--- config.mk ---
export PLATFORM = sky130hd
export DESIGN_NAME = hazard_ctrl
export DESIGN_NICKNAME = d
export VERILOG_FILES = /design/src/rtl/hazard_ctrl_pkg.sv /design/src/rtl/hazard_ctrl_md_busy_ctr.sv /design/src/rtl/hazard_ctrl.sv
export SDC_FILE = /design/constraint.sdc
export NUM_CORES = 1
export LEC_CHECK = 0
export CAP_MARGIN = 20
export CELL_PAD_IN_SITES_DETAIL_PLACEMENT = 1
export CELL_PAD_IN_SITES_GLOBAL_PLACEMENT = 2
export CORE_MARGIN = 3
export CORE_UTILIZATION = 27
export DETAILED_ROUTE_END_ITERATION = 16
export GPL_TIMING_DRIVEN = 0
export PLACE_DENSITY_LB_ADDON = 0.15
export SLEW_MARGIN = 40
export SYNTH_ARGS = -nofsm -noshare
export SYNTH_HDL_FRONTEND = slang
export SYNTH_SLANG_ARGS = --single-unit
--- constraint.sdc ---
create_clock -name clk -period 3.6 [get_ports clk]
set_input_delay 1.08 -clock clk [delete_from_list [all_inputs] [get_ports clk]]
set_output_delay 1.08 -clock clk [all_outputs]
set_load 0.02 [all_outputs]
--- src/rtl/hazard_ctrl_pkg.sv ---
// Shared pipeline-hazard definitions: Tuse/Tnew encodings and default HI/LO latencies.
package hazard_ctrl_pkg;

  localparam int TW_DEF       = 2;
  localparam int TNEW_ALU     = 1;
  localparam int TNEW_LOAD    = 2;
  localparam int TUSE_BRANCH  = 0;
  localparam int TUSE_ALU     = 1;
  localparam int TUSE_STORE   = 2;
  localparam int MULT_LAT_DEF = 5;
  localparam int DIV_LAT_DEF  = 10;

  function automatic int max_int(input int a, input int b);
    return (a > b) ? a : b;
  endfunction

endpackage

--- src/rtl/hazard_ctrl_md_busy_ctr.sv ---
// HI/LO busy down-counter: loads the mult or div latency on issue, then counts to zero.
module md_busy_ctr
  import hazard_ctrl_pkg::*;
#(
  parameter int MULT_LAT = MULT_LAT_DEF,
  parameter int DIV_LAT  = DIV_LAT_DEF
) (
  input  logic clk,
  input  logic reset,
  input  logic load,
  input  logic is_div,
  output logic busy
);

  localparam int MW = $clog2(max_int(MULT_LAT, DIV_LAT) + 1);

  logic [MW-1:0] cnt_q;
  logic [MW-1:0] cnt_d;

  // next count: load on issue, otherwise count down and hold at zero
  always_comb begin
    cnt_d = cnt_q;
    if (load) begin
      cnt_d = is_div ? MW'(DIV_LAT) : MW'(MULT_LAT);
    end else if (cnt_q != '0) begin
      cnt_d = cnt_q - MW'(1);
    end else begin
      cnt_d = '0;
    end
  end

  // counter register
  always_ff @(posedge clk or posedge reset) begin
    if (reset) begin
      cnt_q <= '0;
    end else begin
      cnt_q <= cnt_d;
    end
  end

  assign busy = (cnt_q != '0);

endmodule

--- src/rtl/hazard_ctrl.sv ---
// Decode-stage stall generator: Tuse/Tnew scoreboard over E/M write tags plus HI/LO busy tracking.
module hazard_ctrl
  import hazard_ctrl_pkg::*;
#(
  parameter int RAW      = 5,
  parameter int TW       = TW_DEF,
  parameter int MULT_LAT = MULT_LAT_DEF,
  parameter int DIV_LAT  = DIV_LAT_DEF,
  parameter int CW       = 32
) (
  input  logic           clk,
  input  logic           reset,
  input  logic [RAW-1:0] rs_D,
  input  logic [RAW-1:0] rt_D,
  input  logic           rs_use_D,
  input  logic           rt_use_D,
  input  logic [TW-1:0]  rs_tuse_D,
  input  logic [TW-1:0]  rt_tuse_D,
  input  logic           we_D,
  input  logic [RAW-1:0] a3_D,
  input  logic [TW-1:0]  tnew_D,
  input  logic           mult_D,
  input  logic           div_D,
  input  logic           md_use_D,
  output logic           stall,
  output logic [RAW-1:0] a3_E,
  output logic [TW-1:0]  tnew_E,
  output logic [RAW-1:0] a3_M,
  output logic [TW-1:0]  tnew_M,
  output logic           md_busy,
  output logic [CW-1:0]  stall_cnt
);

  logic [RAW-1:0] a3_e_q, a3_e_d, a3_m_q, a3_m_d;
  logic [TW-1:0]  tnew_e_q, tnew_e_d, tnew_m_q, tnew_m_d;
  logic [CW-1:0]  stall_cnt_q, stall_cnt_d;
  logic           rs_haz_s, rt_haz_s, md_haz_s, md_busy_s, md_load_s;

  // The youngest (E) producer wins; an older M tag for the same register is stale.
  function automatic logic src_hazard(
    input logic           use_s,
    input logic [RAW-1:0] src,
    input logic [TW-1:0]  tuse,
    input logic [RAW-1:0] a3_e,
    input logic [TW-1:0]  tnew_e,
    input logic [RAW-1:0] a3_m,
    input logic [TW-1:0]  tnew_m
  );
    logic haz;
    if (!use_s || (src == '0)) begin
      haz = 1'b0;
    end else if (a3_e == src) begin
      haz = (tnew_e > tuse);
    end else begin
      haz = (a3_m == src) && (tnew_m > tuse);
    end
    return haz;
  endfunction

  // stall decision from the current D inputs and the shadow tags
  always_comb begin
    rs_haz_s  = src_hazard(rs_use_D, rs_D, rs_tuse_D, a3_e_q, tnew_e_q, a3_m_q, tnew_m_q);
    rt_haz_s  = src_hazard(rt_use_D, rt_D, rt_tuse_D, a3_e_q, tnew_e_q, a3_m_q, tnew_m_q);
    md_haz_s  = md_busy_s && (md_use_D || mult_D || div_D);
    stall     = rs_haz_s || rt_haz_s || md_haz_s;
    md_load_s = (mult_D || div_D) && !stall;
  end

  // next shadow tags and saturating stall counter
  always_comb begin
    a3_e_d   = '0;
    tnew_e_d = '0;
    if (!stall && we_D && (a3_D != '0)) begin
      a3_e_d   = a3_D;
      tnew_e_d = tnew_D;
    end else begin
      a3_e_d   = '0;
      tnew_e_d = '0;
    end
    a3_m_d   = a3_e_q;
    tnew_m_d = (tnew_e_q != '0) ? (tnew_e_q - TW'(1)) : '0;
    if (stall && (stall_cnt_q != '1)) begin
      stall_cnt_d = stall_cnt_q + CW'(1);
    end else begin
      stall_cnt_d = stall_cnt_q;
    end
  end

  // pipeline tag and counter registers
  always_ff @(posedge clk or posedge reset) begin
    if (reset) begin
      a3_e_q      <= '0;
      tnew_e_q    <= '0;
      a3_m_q      <= '0;
      tnew_m_q    <= '0;
      stall_cnt_q <= '0;
    end else begin
      a3_e_q      <= a3_e_d;
      tnew_e_q    <= tnew_e_d;
      a3_m_q      <= a3_m_d;
      tnew_m_q    <= tnew_m_d;
      stall_cnt_q <= stall_cnt_d;
    end
  end

  md_busy_ctr #(
    .MULT_LAT (MULT_LAT),
    .DIV_LAT  (DIV_LAT)
  ) u_md_busy_ctr (
    .clk    (clk),
    .reset  (reset),
    .load   (md_load_s),
    .is_div (div_D),
    .busy   (md_busy_s)
  );

  assign a3_E      = a3_e_q;
  assign tnew_E    = tnew_e_q;
  assign a3_M      = a3_m_q;
  assign tnew_M    = tnew_m_q;
  assign md_busy   = md_busy_s;
  assign stall_cnt = stall_cnt_q;

endmodule

# Word level (Yosys, flattened, before mapping)
# Cells that the tools add are included.
# W data, S select, Z words.
word_totals:
  regBits: 50
  input_bits: 29
  output_inout_bits: 48
  wordCells: 50
op_classes:
  addsub: 3
  order_cmp: 4
  eq_ne: 5
  muxes: 10
  reduce_logical: 22
ops:
  columns: ["op", "n"]
  rows:
  - ["$add A32 B1 Y32 const B", 1]
  - ["$ne A32 B32 Y1 const B", 1]
  - ["$eq A5 B5 Y1", 4]
  - ["$mux W4", 3]
  - ["$logic_not A5 Y1", 2]
  - ["$gt A2 B2 Y1", 4]
  - ["$logic_and A1 B1 Y1", 7]
  - ["$logic_or A1 B1 Y1", 7]
  - ["$mux W5", 1]
  - ["$reduce_bool A5 Y1", 1]
  - ["$mux W1", 4]
  - ["$mux W2", 2]
  - ["$reduce_bool A4 Y1", 1]
  - ["$sub A4 B1 Y4 const B", 1]
  - ["$logic_not A1 Y1", 3]
  - ["$reduce_bool A2 Y1", 1]
  - ["$sub A2 B1 Y2 const B", 1]

# Depth between registers and ports, before layout
depth:
  ltp_word: 10
  mapped_depth: 10
  mapped_depth_nobuf: 9

# Cells and area by module
# Synthesis repeated with hierarchy kept, for this count alone.
hier_totals:
  hier_cells: 271
  hier_area_um2: 2790.2
by_module_without_submodules:
  columns: ["module", "instances", "cells_each", "area_each_um2", "seq_area_each_um2"]
  rows:
  - ["hazard_ctrl", 1, 248, 2575.0, 1151.1]
  - ["md_busy_ctr", 1, 23, 215.2, 100.1]

# Worst setup path before layout
# Ideal clock, no wire load.
synth_timing:
  path_type: "input to output"
  from: "in rt_tuse_D[1]"
  to: "out stall"
  arrival_time_ps: 2671
  required_ps: 2520
  path_slack_ps: -151
  cell_stages: 9
  path_buffers: 1
  cell_sequence: "inv_1 ha_1 nand2_1 nand4_1 or4_4 mux2i_4 a21oi_4 buf_2 inv_1"
synth_via:
  elab_chain_cells: 6
  elab_cells_between_ends: 7
  cone_classes: "2 x order compare; 2 x mux; 3 x reduce/logical"
synth_lines:
  columns: ["element", "line", "source"]
  rows:
  - ["from (decl)", "hazard_ctrl.sv:18", "input logic [TW-1:0] rt_tuse_D,"]
  - ["$gt A2 B2 Y1", "hazard_ctrl.sv:55", "haz = (a3_m == src) && (tnew_m > tuse);"]
  - ["$logic_and A1 B1 Y1", "hazard_ctrl.sv:55", null]
  - ["$mux W1 (*)", "hazard_ctrl.sv:52", "end else if (a3_e == src) begin"]
  - ["$mux W1 (*)", "hazard_ctrl.sv:50", "if (!use_s || (src == '0)) begin"]
  - ["$logic_or A1 B1 Y1 (*) (2 in series)", "hazard_ctrl.sv:65", "stall = rs_haz_s || rt_haz_s || md_haz_s;"]
  - ["to (decl)", "hazard_ctrl.sv:25", "output logic stall,"]
# Every way passes the cells marked *; elsewhere a longest branch is shown, timed or not.

# Final worst setup path
layout_timing:
  from: "in rt_tuse_D[0]"
  to: "out stall"
# The elaborated chain is that of the path after synthesis.

==> metrics.json <==
{
  "setup-tns-final_ns": 0,
  "dpl_worst_slack_ns": -1.15,
  "synth_edf_count": 0,
  "total_clock_sinks": 50,
  "ys.warnings.count": 0,
  "number_of_global_route_vias_before_repair": 2447,
  "slew-limit-headroom_pct": 67.6,
  "nature_of_the_critical_path_startpoint": "primary input",
  "die_width_um": 108,
  "routed-via-count": 2256,
  "initialDrtViolationCount": 74,
  "min_path_type": "flip-flop to flip-flop",
  "seqPwrFrac_pct": 40.7,
  "final_core_util_pct": 39.8,
  "period_share_pct": 99.9,
  "post_detailed_routing_wire_length_um": 7910,
  "synth.ff_latch_count": 50,
  "antenna_violating_nets_post_route": 0,
  "post_synth_main_area_contributors": "dfrtp_1, xor2_1, ha_1, xnor2_1, and3_1",
  "synth.largest_area_cell": "dfrtp_1",
  "start_util_pct": 28.4,
  "path_delay_family": "simple AND/OR/NAND/NOR gates",
  "dp.final_hpwl_um": 6060,
  "critical_path.max_fanout": 2,
  "criticalPathCategory": "primary input to output pin",
  "core_area_sq_um": 9950,
  "post_cts_hold_buffer_count": 0,
  "run_status": "finished clean",
  "final_net_count": 385,
  "timing.critical_path.arrival_ns": 2.51,
  "place_area_sq_um": 3790,
  "die_height_um": 108,
  "synth.top_cell.area_share_pct": 44.2,
  "ioPinCount": 77,
  "clkSlewWorstSetupHoldPaths_ns": 0.10,
  "gr-total-overflow": 0,
  "cts.root.buffer_cell": "clkbuf_8",
  "timing.hold.ws_ns": 0.486,
  "detail_route.first_pass.iterations": 4,
  "cts_htree_levels": 2,
  "wl_cell_um": 16.5,
  "filler_cell_count": 1125,
  "grt_setup_unrepaired": "yes",
  "vias_per_cell": 4.70,
  "maximum_count_of_clock_buffers_along_a_single_path": 2,
  "total_leakage_power_nw": 1.59,
  "switching_power_mw": 0.730,
  "setup_slack_ns": 0.00535,
  "largest_net_degree_at_the_start_of_global_routing": 33,
  "layout-drive-gt1-share_pct": 20.2,
  "grt_pass1_wl_um": 13100,
  "peakVddDrop_mv": 0.303,
  "layoutNonFillerInstCount": 480,
  "part_of_the_yosys_area_used_for_sequential_elements_pct": 44.2,
  "report.final.hold_viol_count": 0,
  "synth_area_per_cell_sq_um": 10.8,
  "timing.final.setup_violations": 0,
  "worst_skew_pair.late_latency_ns": 0.30,
  "detail_route.drc_violations": 0,
  "combPwrFrac_pct": 38.4,
  "timing_max_transition_violations_final": 0,
  "critical-path-slowest-cell": "or4_4",
  "synthesized_nets": 299,
  "place.gp.congestion": 0.709,
  "post-route-min-period_ns": 3.59,
  "p_clk_share_pct": 20.9,
  "critical_path.cell_chain": "buf_4, ha_4, nand2_2, nand4_1, or4_4, mux2i_4, a21oi_4, inv_4, buf_6",
  "n_antenna_cell": 0,
  "fp.dieArea_sq_um": 11700,
  "cts_buffer_count": 5,
  "dp.cells": 471,
  "slowest_delay_ns": 0.50,
  "drv_cap": 0,
  "clock_tree_from_tritoncts": "built",
  "synth.cell_area_sq_um": 2830,
  "total_power_mw": 1.98,
  "placementRows": 36,
  "max_freq_ghz": 0.278,
  "groute.usage.overall_pct": 14.3,
  "fin_clk_skew_ns": 0.0127,
  "sw_frac_of_total_pct": 36.9,
  "final_cell_area_sq_um": 3960,
  "worst-endpoint-required_ns": 2.52,
  "critical_path.endpoint_type": "output pin",
  "number_of_antenna_violations_at_the_first_check_in_global_routing": 0,
  "syn-instance-count": 261,
  "area_delta_synth_final_pct": 40.0,
  "port_buffers": 76,
  "synth.distinct_cells": 47,
  "power-per-cell-area_nw_per_um2": 499,
  "postSynth.topFlopCell": "dfrtp_1",
  "critPathBufInv": 3,
  "internal_power_mw": 1.25,
  "synth_async_sr_flop_share_pct": 100,
  "tightestPinTransition_ns": 0.481
}
-- kinds of logic after synthesis --
logic type	synth area share (%)
buffers and inverters	3.63
xor gates and xnor gates	15.1
AOI/OAI and AO/OA	4.78
muxes	2.35
DFF	44.2
adders and majority gates	3.98
and+or+nand+nor	25.9
-- sequential cells by signal (all words and copies together) (netlist names) --
register             count
a3_E                     5
tnew_E                   2
stall_cnt               32
tnew_M                   2
a3_M                     5
u_md_busy_ctr.cnt_q      4
-- cell usage after synthesis, types with 3 or more instances --
library cell / count
buf_6: 4
nor4_2: 4
inv_1: 10
nor3_2: 4
nor3_1: 13
nor2_1: 9
nand3_1: 12
nor4b_2: 4
dfrtp_1: 50
nand4_1: 6
and2_1: 3
a21oi_1: 4
nor2b_1: 5
or2_2: 5
ha_1: 9
xor2_1: 35
nand2_1: 18
or4_1: 3
buf_2: 4
xnor2_1: 12
or4_4: 3
and3_1: 12
-- layout make-up --
class / instances / area (sq um) / share of cell area, %
sequential: 50 / 1250 / 31.6
inverter: 10 / 45.0 / 1.14
timing repair buffer: 80 / 771 / 19.5
multi-input combinational: 193 / 1550 / 39.2
clock inverter: 1 / 30.0 / 0.759
tap: 133 / 166 / 4.20
clock buffer: 6 / 82.6 / 2.09
buffer: 7 / 60.1 / 1.52
-- power groups by stage --
| stage | sequential (mW) | clock, mW | combinational (mW) |
|---|---|---|---|
| floorplan | 0.878 | 0 | 0.343 |
| global placement | 0.812 | 0 | 0.738 |
| global route | 0.833 | 0.451 | 0.831 |
| detailed placement | 0.811 | 0 | 0.757 |
| CTS | 0.803 | 0.431 | 0.774 |
| finish | 0.805 | 0.414 | 0.758 |
-- layout by cell type, fill, tap and decap left out, drive strengths merged, types with 9 or more instances in the layout --
cell / count
inv: 10
ha: 9
buf: 19
clkdlybuf4s50: 61
xnor2: 13
nand2: 19
xor2: 35
nand3: 13
nor2: 9
and3: 12
dfrtp: 50
nor3: 17
-- worst register-to-register path: stages, from the launching register on --
cell and delay (ns):
dfrtp_1 0.40, inv_1 0.13, ha_4 0.22, nand2_2 0.06, nand4_1 0.09, or4_4 0.50
mux2i_4 0.19, a21oi_4 0.10, buf_4 0.18, buf_4 0.16, or4_4 0.54, xnor2_2 0.14
-- worst paths after layout --
check | start | end | slack, ns | cells after the start
worst max-delay path | rt_tuse_D[0] | stall | 0.005 | 9
worst min-delay path | tnew_E[0]$_DFF_PP0_ | tnew_M[0]$_DFF_PP0_ | 0.49 | 1
worst max register to register | tnew_M[0]$_DFF_PP0_ | stall_cnt[7]$_DFFE_PP0P_ | 0.79 | 11
worst min register to register | tnew_E[0]$_DFF_PP0_ | tnew_M[0]$_DFF_PP0_ | 0.49 | 1
max in group asynchronous | reset | stall_cnt[5]$_DFFE_PP0P_ | 2.07 | 3
min in group asynchronous | reset | stall_cnt[26]$_DFFE_PP0P_ | 1.07 | 2
-- per-layer routing --
metal | wire length (um) | track usage (%) | vias to the layer above
li1 | - | - | 1083
met1 | 3730 | 20.0 | 1114
met2 | 3720 | 22.8 | 52
met3 | 368 | 2.93 | 7
met4 | 98 | 3.34 | 0
met5 | 0 | 0 | -
-- timing repair --
item                                    CTS  global route
pin swaps                                17             4
buffers inserted                          3             0
endpoints found under the setup margin    1             1
endpoints found under the hold margin     0             0
resized for setup                        61             1
No activity file was read; power rests on OpenSTA's default activity.
